--- src/rtl/alarm_ctrl_multi.sv ---
// alarm_ctrl_multi
//   Mode/edit controller for NUM_ALARMS independent alarms. Owns the alarm
//   registers, per-alarm arm flags and snooze counters, and drives the time
//   counter (run/adjust) and the display mux.
// Ports
//   clk, rst (async, active-low)
//   tick_1hz, minute_tick         : one-cycle timing pulses
//   cur_hour, cur_min             : current time of day
//   btn_c/u/d/l/r                 : debounced one-cycle button pulses
//   time_run, time_adj            : time counter enable / {inc_h,dec_h,inc_m,dec_m}
//   disp_alarm, sel_idx           : display source and selected alarm
//   alm_hour, alm_min             : alarm sel_idx contents
//   armed, buzzer, ring_idx       : arm flags, tone enable, ringing alarm
//   mode_led                      : one-hot {RING,SET_AM,SET_AH,SET_TM,SET_TH,RUN}
module alarm_ctrl_multi #(
   parameter int NUM_ALARMS     = 2,
   parameter int IDX_W          = 1,
   parameter int SNOOZE_MIN     = 5,
   parameter int RING_TIMEOUT_S = 60
) (
   input  logic                  clk,
   input  logic                  rst,
   input  logic                  tick_1hz,
   input  logic                  minute_tick,
   input  logic [4:0]            cur_hour,
   input  logic [5:0]            cur_min,
   input  logic                  btn_c,
   input  logic                  btn_u,
   input  logic                  btn_d,
   input  logic                  btn_l,
   input  logic                  btn_r,
   output logic                  time_run,
   output logic [3:0]            time_adj,
   output logic                  disp_alarm,
   output logic [IDX_W-1:0]      sel_idx,
   output logic [4:0]            alm_hour,
   output logic [5:0]            alm_min,
   output logic [NUM_ALARMS-1:0] armed,
   output logic                  buzzer,
   output logic [IDX_W-1:0]      ring_idx,
   output logic [5:0]            mode_led
);

   typedef enum logic [2:0] {S_RUN, S_TH, S_TM, S_AH, S_AM, S_RING} state_t;

   state_t                state, state_n;
   logic [IDX_W-1:0]      sel_n, ring_idx_n, fire_idx;
   logic [4:0]            alm_h   [NUM_ALARMS];
   logic [4:0]            alm_h_n [NUM_ALARMS];
   logic [5:0]            alm_m   [NUM_ALARMS];
   logic [5:0]            alm_m_n [NUM_ALARMS];
   logic [5:0]            snz_cnt   [NUM_ALARMS];
   logic [5:0]            snz_cnt_n [NUM_ALARMS];
   logic [NUM_ALARMS-1:0] armed_n, snz_pend, snz_pend_n, snz_exp;
   logic [7:0]            ring_cnt, ring_cnt_n;
   logic [3:0]            adj_n;
   logic                  buzzer_n, fired;
   logic                  w_c, w_r, w_l, w_u, w_d;

   function automatic logic [5:0] led_of(input state_t s);
      case (s)
         S_RUN:   return 6'b000001;
         S_TH:    return 6'b000010;
         S_TM:    return 6'b000100;
         S_AH:    return 6'b001000;
         S_AM:    return 6'b010000;
         S_RING:  return 6'b100000;
         default: return 6'b000001;
      endcase
   endfunction

   // Only the highest-priority button acts: c > r > l > u > d.
   assign w_c = btn_c;
   assign w_r = btn_r & ~btn_c;
   assign w_l = btn_l & ~btn_c & ~btn_r;
   assign w_u = btn_u & ~btn_c & ~btn_r & ~btn_l;
   assign w_d = btn_d & ~btn_c & ~btn_r & ~btn_l & ~btn_u;

   always_comb begin
      state_n    = state;
      sel_n      = sel_idx;
      ring_idx_n = ring_idx;
      alm_h_n    = alm_h;
      alm_m_n    = alm_m;
      armed_n    = armed;
      snz_pend_n = snz_pend;
      snz_cnt_n  = snz_cnt;
      snz_exp    = '0;
      buzzer_n   = buzzer;
      adj_n      = 4'b0000;
      ring_cnt_n = ring_cnt;
      fired      = 1'b0;
      fire_idx   = '0;

      // Snooze countdown runs in every state; an expiring counter frees its
      // slot even when the trigger itself is ignored (SET states, RING).
      for (int k = 0; k < NUM_ALARMS; k++) begin
         if (minute_tick && snz_pend[k]) begin
            snz_cnt_n[k] = snz_cnt[k] - 6'd1;
            if (snz_cnt[k] <= 6'd1) begin
               snz_exp[k]    = 1'b1;
               snz_pend_n[k] = 1'b0;
            end
         end
      end

      // Descending scan so the lowest firing index is the one kept.
      for (int k = NUM_ALARMS - 1; k >= 0; k--) begin
         if (minute_tick && ((armed[k] && cur_hour == alm_h[k] && cur_min == alm_m[k])
                             || snz_exp[k])) begin
            fired    = 1'b1;
            fire_idx = IDX_W'(k);
         end
      end

      case (state)
         S_RUN: begin
            if (fired) begin
               state_n    = S_RING;
               ring_idx_n = fire_idx;
               buzzer_n   = 1'b1;
               ring_cnt_n = 8'd0;
            end else if (w_c) begin
               state_n = S_TH;
            end else if (w_r) begin
               sel_n = (sel_idx == IDX_W'(NUM_ALARMS - 1)) ? '0 : sel_idx + IDX_W'(1);
            end else if (w_l) begin
               sel_n = (sel_idx == '0) ? IDX_W'(NUM_ALARMS - 1) : sel_idx - IDX_W'(1);
            end else if (w_u) begin
               armed_n[sel_idx] = ~armed[sel_idx];
               if (armed[sel_idx]) snz_pend_n[sel_idx] = 1'b0;
            end
         end
         S_TH: begin
            if (w_c)      state_n = S_RUN;
            else if (w_r) state_n = S_TM;
            else if (w_l) state_n = S_AM;
            else if (w_u) adj_n   = 4'b1000;
            else if (w_d) adj_n   = 4'b0100;
         end
         S_TM: begin
            if (w_c)      state_n = S_RUN;
            else if (w_r) state_n = S_AH;
            else if (w_l) state_n = S_TH;
            else if (w_u) adj_n   = 4'b0010;
            else if (w_d) adj_n   = 4'b0001;
         end
         S_AH: begin
            if (w_c)      state_n = S_RUN;
            else if (w_r) state_n = S_AM;
            else if (w_l) state_n = S_TM;
            else if (w_u) begin
               alm_h_n[sel_idx]    = (alm_h[sel_idx] == 5'd23) ? 5'd0 : alm_h[sel_idx] + 5'd1;
               snz_pend_n[sel_idx] = 1'b0;
            end else if (w_d) begin
               alm_h_n[sel_idx]    = (alm_h[sel_idx] == 5'd0) ? 5'd23 : alm_h[sel_idx] - 5'd1;
               snz_pend_n[sel_idx] = 1'b0;
            end
         end
         S_AM: begin
            if (w_c)      state_n = S_RUN;
            else if (w_r) state_n = S_TH;
            else if (w_l) state_n = S_AH;
            else if (w_u) begin
               alm_m_n[sel_idx]    = (alm_m[sel_idx] == 6'd59) ? 6'd0 : alm_m[sel_idx] + 6'd1;
               snz_pend_n[sel_idx] = 1'b0;
            end else if (w_d) begin
               alm_m_n[sel_idx]    = (alm_m[sel_idx] == 6'd0) ? 6'd59 : alm_m[sel_idx] - 6'd1;
               snz_pend_n[sel_idx] = 1'b0;
            end
         end
         S_RING: begin
            if (w_c) begin
               state_n              = S_RUN;
               snz_pend_n[ring_idx] = 1'b0;
            end else if (w_r || w_l || w_u || w_d) begin
               state_n              = S_RUN;
               snz_pend_n[ring_idx] = 1'b1;
               snz_cnt_n[ring_idx]  = 6'(SNOOZE_MIN);
            end else if (tick_1hz) begin
               buzzer_n   = ~buzzer;
               ring_cnt_n = ring_cnt + 8'd1;
               if ({1'b0, ring_cnt} + 9'd1 == 9'(RING_TIMEOUT_S)) state_n = S_RUN;
            end
         end
         default: state_n = S_RUN;
      endcase

      if (state_n != S_RING) buzzer_n = 1'b0;
   end

   always_ff @(posedge clk or negedge rst) begin
      if (!rst) begin
         state      <= S_RUN;
         sel_idx    <= '0;
         ring_idx   <= '0;
         armed      <= '0;
         snz_pend   <= '0;
         ring_cnt   <= 8'd0;
         buzzer     <= 1'b0;
         time_adj   <= 4'b0000;
         time_run   <= 1'b1;
         disp_alarm <= 1'b0;
         mode_led   <= 6'b000001;
         alm_hour   <= 5'd0;
         alm_min    <= 6'd0;
         for (int k = 0; k < NUM_ALARMS; k++) begin
            alm_h[k]   <= 5'd0;
            alm_m[k]   <= 6'd0;
            snz_cnt[k] <= 6'd0;
         end
      end else begin
         state      <= state_n;
         sel_idx    <= sel_n;
         ring_idx   <= ring_idx_n;
         armed      <= armed_n;
         snz_pend   <= snz_pend_n;
         ring_cnt   <= ring_cnt_n;
         buzzer     <= buzzer_n;
         time_adj   <= adj_n;
         time_run   <= (state_n == S_RUN) || (state_n == S_RING);
         disp_alarm <= (state_n == S_AH) || (state_n == S_AM);
         mode_led   <= led_of(state_n);
         alm_hour   <= alm_h_n[sel_n];
         alm_min    <= alm_m_n[sel_n];
         alm_h      <= alm_h_n;
         alm_m      <= alm_m_n;
         snz_cnt    <= snz_cnt_n;
      end
   end

endmodule
--- config.mk ---
export PLATFORM = sky130hd
export DESIGN_NAME = alarm_ctrl_multi
export DESIGN_NICKNAME = d
export VERILOG_FILES = /design/src/rtl/alarm_ctrl_multi.sv
export SDC_FILE = /design/constraint.sdc
export NUM_CORES = 1
export LEC_CHECK = 0
export CAP_MARGIN = 10
export CELL_PAD_IN_SITES_DETAIL_PLACEMENT = 0
export CELL_PAD_IN_SITES_GLOBAL_PLACEMENT = 1
export CORE_UTILIZATION = 25
export CTS_CLUSTER_DIAMETER = 80
export DETAILED_ROUTE_END_ITERATION = 16
export PLACE_DENSITY_LB_ADDON = 0.1
export SLEW_MARGIN = 20
export SYNTH_ARGS = -nofsm -noshare
export SYNTH_HDL_FRONTEND = slang
export SYNTH_SLANG_ARGS = --single-unit
--- constraint.sdc ---
create_clock -name clk -period 3.2 [get_ports clk]
set_input_delay 0.8 -clock clk [delete_from_list [all_inputs] [get_ports clk]]
set_output_delay 0.8 -clock clk [all_outputs]
set_load 0.05 [all_outputs]
Word level (Yosys, flattened, before mapping):

Cells that the tools add are included.

* bits in registers: 75
* bits in latches: 0
* bits in writable memories: 0
* ROM bits: 0
* output and inout port bits: 28
* logic and storage cells: 250
* memories kept: 0

* $add $sub $neg: 10
* multipliers: 0
* div/mod/pow operators: 0
* order comparisons: 11
* eq/ne operators: 26
* shift operators: 0
* muxes and demuxes: 124
* bitwise operators: 30
* reductions and logical operators: 30

Operators by type and width (number)
* $mux W12: 9
* $mux W6: 12
* $mux W10: 6
* $mux W3: 19
* $mux W5: 9
* $mux W2: 17
* $mux W8: 4
* $pmux W6 S5: 1
* $mux W1: 28
* $bwmux W12: 2
* $bwmux W10: 2
* $pmux W3 S6: 1
* $sub A6 B1 Y6 const B: 3
* $mux W4: 4
* $pmux W8 S2: 1
* $ne A3 B3 Y1 const B: 5
* $demux W6 S1: 2
* $eq A3 B2 Y1 const B: 4
* $eq A3 B3 Y1 const B: 4
* $eq A6 B6 Y1: 2
* $le A6 B1 Y1 const B: 2
* $logic_and A1 B1 Y1: 12
* $and A1 B1 Y1: 10
* $eq A5 B5 Y1: 2
* other kinds (40): 70

Depth between registers and ports, before layout:

Gate-level depths: netlist (run 1).

* depth in word-level cells: 16
* depth in mapped cells: 15
* depth with buffers taken out: 10

Worst setup path before layout (run 1):

Ideal clock, no wire load.

* path type: reg2reg
* start point: reg sel_idx
* end point: reg alm_min[5]
* library setup time: 0.065 ns
* arrival: 3.333 ns
* required time: 3.135 ns
* slack: -0.198 ns
* cell stages (with the launch flop): 16
* path buffers: 6
* cells stage by stage: dfrtp_1 buf_2 buf_2 buf_2 buf_4 buf_2 mux2i_1 inv_1 ha_1 clkbuf_1 nand2b_1 a21o_1 o311a_1 a211oi_1 a221o_1 mux2_2

RTL lines
* start, declared: RTL line 35 `output logic [IDX_W-1:0] sel_idx,`
* start signal, assigned: RTL line 214 `sel_idx <= sel_n;`
* end signal, assigned: RTL line 225 `alm_min <= alm_m_n[sel_n];`
* end, declared: RTL line 37 `output logic [5:0] alm_min,`

Worst setup path after layout (run 1):

* start point: reg sel_idx
* end point: out sel_idx

No word-level cell between the ends.

==> results of run 1 <==
-- cell type report --
class	count	area [um^2]	area share [%]
Multi-Input combinational cell	418	2780	45.3
Sequential cell	75	1880	30.6
Timing Repair Buffer	81	761	12.4
Tap cell	260	325	5.30
Clock buffer	11	243	3.96
Inverter	25	93.8	1.53
Clock inverter	5	52.6	0.856
-- worst max-delay path by stage --
stage,start,to,slack [ps],cells past startpoint
detailed placement,cur_min[1],alm_min[0],60,9
floorplan,sel_idx,alm_min[5],10,15
CTS,sel_idx,sel_idx,350,2
global route,cur_min[2],alm_min[0],260,10
global placement,cur_min[1],alm_min[0],100,9
finish,sel_idx,sel_idx,360,2
-- power groups by stage --
stage | combinational (mW) | clock, mW | sequential [mW]
2_1_floorplan | 0.952 | 0 | 1.39
3_3_place_gp | 1.58 | 0 | 1.25
3_5_place_dp | 1.59 | 0 | 1.25
4_1_cts | 1.59 | 1.05 | 1.24
5_1_grt | 1.72 | 1.10 | 1.26
6_report | 1.58 | 1.03 | 1.24
-- registers in the layout, summed over array words and instances (netlist names), 3 cells and up --
signal,count
time_adj,4
snz_cnt,12
alm_hour,5
ring_cnt,8
alm_min,6
mode_led,6
alm_m,12
alm_h,10
state,3
-- metal layers --
layer / vias to the layer above / track usage, %
li1: 2126 / -
met1: 2172 / 21.7
met2: 107 / 26.5
met3: 15 / 2.22
met4: 0 / 5.43
met5: - / 0
-- cell usage after synthesis (all sizes together) (4+ instances only) --
library cell / instances
nand3: 13
nand2b: 5
nor2b: 8
o22ai: 7
nor4: 10
xnor2: 12
nor2: 45
a31oi: 14
mux2i: 12
clkbuf: 19
a211oi: 8
nor3: 24
nor3b: 5
o21ai: 26
o22a: 9
and3: 4
and2: 6
mux2: 13
a21oi: 42
o21a: 4
dfrtp: 73
a21o: 4
nand4: 8
nand2: 44
o31ai: 7
inv: 25
a32oi: 4
ha: 12
xor2: 26
buf: 16
-- metrics by stage --
stage	hold WS (ps)	util (%)	worst slack, ps	power (mW)
after floorplan	464	-	12.4	2.34
after global placement	495	30.8	101	2.84
after detailed placement	486	30.8	58.3	2.84
after CTS	445	32.4	350	3.89
after global routing	460	32.4	256	4.07
final	421	32.4	358	3.85
-- worst max-delay path, cell delays in order, from the launching register on --
cell and delay, ps:
dfrtp_2 570, buf_4 290, clkdlybuf4s50_1 840
-- cells by family (layout without fill, tap and decap cells) --
kind of cell    count (synthesis)  after routing  synth area share (%)
simple gates                  187            187                  19.4
compound gates                156            156                  21.1
flops                          75             75                  38.3
buf+inv                        60            122                  5.23
xor+xnor                       38             38                  6.78
mux                            25             25                  6.12
fa+ha+maj                      12             12                  3.06
==> impl_results.md, run 1 <==
* Most common cell after layout, fill and taps aside: dfrtp_1
* Switching Share at between 30% and 40%
* Diodes inserted at 0
* Total Routed Length at 15.6 mm
* CP Max Fanout at 17
* Worst skew pair latency at between 300 and 400 ps
* Clock power share at between 20% and 30%
* Final Non-Filler Cells at 875
* Post-CTS Hold Fix Bufs at 0
* H-Tree Level Count at 3
* Power density over the cells at between 600 and 700 nW/um^2
* Tcrit/Tclk final at 88.8%
* Critical path class: reg2out
* Post-synthesis sequential area ratio at between 30% and 40%
* Reg clk slew, reported paths at about 60 ps
* Clock Skew at approximately 9 ps
* DR vias/cell at ~5.1
* Mapped Area at between 4000 and 5000 um^2
* Reg-to-reg endpoint: alm_min[5]
* Number of port buffers at 47
* Fmax at 352 MHz
* Die W at around 140 um
* TNS Setup at 0 ps
* Die height at 142 um
* Comb power frac at between 40% and 50%
* Yosys warnings at 0
* Post-synth cell types at 68
* Worst min-delay path category: in2async
* Worst IR Drop VDD at approximately 280 uV
* Top-area cell type share of the netlist area at a little under two fifths
* CTS tree: done
* Largest net degree at the start of global routing at 37
* Initial drt markers at approximately 320
* Post_cts resized at 0
* FF+latch count, synth at 75
* Seq pwr share at roughly a third
* Leak Pwr at approximately 2.6 nW
* Syn_area_per_cell at between 8 and 9 um^2
* Area Growth Syn to Fin at 25.1%
* Share of layout cells above drive strength 1 at 12.5%
* Yosys top cell by area: dfrtp_1
* Initial core utilization at 25.9%
* Placed cells at ~860
* Number of cells on the worst reg-to-reg path at 10
* Core Rows at 50
* FF-to-FF Start: sel_idx
* Worst setup EP type: output port
* Outcome: complete, no violations
* DRT Pass-1 Iters at 5
* Worst Path Arrival at around 2000 ps
* Worst Max-Slew Pin Slew at 552 ps
* Max Cap Violations at 0
* Most frequent cells in the layout: 72 x dfrtp_1, 46 x clkdlybuf4s50_1, 45 x nor2_1
* Remaining Overflow, GRT at 0
* Clk buf depth at 2
* Post-DR wirelength/cell at about 18 um
* Full die area at around 20000 um^2
* Worst rel slew slack at ~63%
* Reg2reg setup slack at 400 ps
* Syn Inst Count at around 550
* Int Pwr at about 2.3 mW
* Ys flop type: dfrtp_1
* Async SR Flop Fraction at 100%
* CTS sink count at 75
* # DRC at 0
* GR Util All Layers at approximately 16%
* Via count at around 4400
* Highest Signal Layer: met4
* Core ar. at ~19000 um^2
* # fillers at approximately 2000
* # setup viols final at 0
* DP Area at 5840 um^2
* Post-Syn Nets at around 590
* Switch Pwr at around 1.5 mW
* WL met2 at around 7.3 mm
* Post-DP HPWL at between 10 and 15 mm
* First-pass GRT wire length at 24.9 mm
* Post-CTS Repair Setup Buffers at 0
* Total I/O pin count at 48
* Final hold violation count at 0
* Top cells by area, synth: dfrtp_1 37%, xor2_1 4.6%, a21oi_1 4.3%, nor2_1 3.4%, nand2_1 3.4%
* Period minus WS final at between 2000 and 3000 ps
* Final nets at roughly 640
* Met3 wire len at roughly 680 um
* Met1 Wirelength at roughly 7.5 mm
* CTS Root Cell: clkbuf_16
* Worst Setup Start Kind: register
* Final Instance Area at 6140 um^2
* Worst Path Required at 2400 ps
* Initial antenna violation count at 0
* Vias in the first global route at roughly 4500
* Final Max Slew Viols at 0
* TritonCTS buffer count at 9
* Antenna-violating nets left at 0
* RSZ-0062 raised after global routing: no
* Number of flops mapped to enable cells by yosys at 0
* Routability cong. at about 0.82
No activity file was read; power rests on OpenSTA's default activity.
==> run 2: changes to the inputs <==
- DONT_BUFFER_PORTS: not set -> 1
==> impl_results.md, run 2 (synthesized netlist as in run 1, its figures left out) <==
* GR Util All Layers at 16.3%
* Routability cong. at 0.790
* Reg clk slew, reported paths at around 70 ps
* TNS Setup at 0 ps
* CTS tree: done
* Core Rows at 50
* Worst min-delay path category: in2async
* Critical path class: reg2reg
* Met3 wire len at slightly below 700 um
* Setup WS pre-CTS at between 200 and 300 ps
* Worst Path Required at 3430 ps
* Worst setup margin at 427 ps
* Worst Setup Start Kind: register
* Outcome: complete, no violations
* CTS Root Cell: clkbuf_16
* Fmax at 361 MHz
* Initial core utilization at around a quarter
* Worst setup EP type: register
* Initial drt markers at between 200 and 300
* Final hold violation count at 0
* DR vias/cell at between 5 and 6
* Worst-path cell chain: xor2_1 -> nor4_1 -> nand3_1 -> o31ai_1 -> nor3_2 -> xnor2_2 -> buf_4 -> mux2_1
* RSZ-0062 raised after global routing: no
* Max Cap Violations at 0
* Worst skew pair latency at between 300 and 400 ps
* Final nets at between 500 and 600
* Crit-path max cell delay at between 600 and 700 ps
* Clk buf depth at 2
* Leak Pwr at 2.35 nW
* Most common cell after layout, fill and taps aside: dfrtp_1
* Area Growth Syn to Fin at 13.6%
* Post_cts resized at 0
* CTS sink count at 75
* Worst Max-Slew Pin Slew at between 700 and 800 ps
* FF-to-FF Start: alm_m[8]
* Die W at approximately 140 um
* # setup viols final at 0
* Die height at between 100 and 150 um
* Post-CTS Repair Setup Buffers at 0
* # fillers at between 2000 and 2500
* WL met2 at 7.15 mm
* Total I/O pin count at 48
* Number of port buffers at 0
* Post-CTS Hold Fix Bufs at 0
* Post-DP HPWL at between 10 and 15 mm
* First-pass GRT wire length at 24.6 mm
* Multi-input logic area at about 2800 um^2
* Period minus WS final at between 2000 and 3000 ps
* Diodes inserted at 0
* CP Max Fanout at 10
* CP startpoint: alm_m[8]
* Remaining Overflow, GRT at 0
* Met1 Wirelength at 7.39 mm
* WHS at around 140 ps
* # DRC at 0
* Slowest CP cell: nor4_1
* Worst rel slew slack at approximately 52%
* Power density over the cells at roughly 670 nW/um^2
* Register Area at 1880 um^2
* Highest Signal Layer: met4
* Vias in the first global route at around 4200
* Tcrit/Tclk final at 86.7%
* Antenna-violating nets left at 0
* Post-DR wirelength/cell at 19.1 um
* Full die area at roughly 20000 um^2
* Largest net degree at the start of global routing at between 70 and 80
* Clock Skew at ~12 ps
* Final Max Slew Viols at 0
* TritonCTS buffer count at 9
* Largest registers: alm_m x12, snz_cnt x12, alm_h x10
* Most frequent cells in the layout: 72 x dfrtp_1, 45 x nor2_1, 44 x nand2_1
* Core ar. at about 19000 um^2
* Via count at approximately 4100
* Share of layout cells above drive strength 1 at around 12%
* Initial antenna violation count at 0
* Total Routed Length at around 16 mm
* DRT Pass-1 Iters at 5
* H-Tree Level Count at 3
* Worst IR Drop VDD at 272 uV
* Worst Path Arrival at roughly 3000 ps
==> run 2: cell count changes in the layout (fill, tap and decap cells not counted) <==
| cell | delta |
|---|---|
| clkdlybuf4s50_1 | -46 |
| clkinv_2 | -3 |
| inv_6 | +3 |
| clkbuf_1 | -1 |
| buf_12 | -3 |
| clkinvlp_4 | +1 |
| buf_4 | -8 |
==> run 2: per-stage QoR <==
stage	total power, mW	instances	area [um^2]	utilization, %
3_5_place_dp	2.69	802	5260	27.8
5_1_grt	3.97	818	5570	29.4
6_report	3.74	818	5570	29.4
2_1_floorplan	2.34	553	4910	-
3_3_place_gp	2.69	802	5260	27.8
4_1_cts	3.79	818	5570	29.4
==> run 2: layer usage <==
metal / vias up / GRT usage, %
met5: - / 0
met4: 0 / 7.41
met3: 20 / 2.89
met2: 80 / 25.3
met1: 2009 / 21.9
li1: 2017 / -
==> run 2: layout make-up <==
cell class                      instances  area share, %
Multi-Input combinational cell        418           49.9
Inverter                               25           1.68
Tap cell                              260           5.84
Clock inverter                          6           1.28
Clock buffer                           10           4.29
Timing Repair Buffer                   24           3.23
Sequential cell                        75           33.8
==> run 2: worst paths after layout <==
check | to | slack (ps) | depth (start not counted)
worst max-delay path | alm_hour[4] | 430 | 8
worst min-delay path | alm_m[8] | 140 | 0
worst max register to register | alm_hour[4] | 430 | 8
worst min register to register | ring_cnt[5] | 500 | 1
max in group asynchronous | time_run | 2840 | 0
min in group clk | ring_cnt[5] | 500 | 1
==> run 2: power breakdown <==
group | switching, mW | total [mW] | internal, mW
sequential | 0.302 | 1.38 | 1.08
clock | 0.442 | 1.08 | 0.634
combinational | 0.791 | 1.29 | 0.495
total | 1.54 | 3.74 | 2.21
==> run 2: worst max-delay path, delay by kind of cell, from the launching register on <==
family	cells	cell delay (ps)
AO/OA/AOI/OAI	1	170
XOR/XNOR	2	450
buffers and inverters	1	240
flip-flops	1	510
multiplexers	1	340
AND/OR/NAND/NOR	3	930
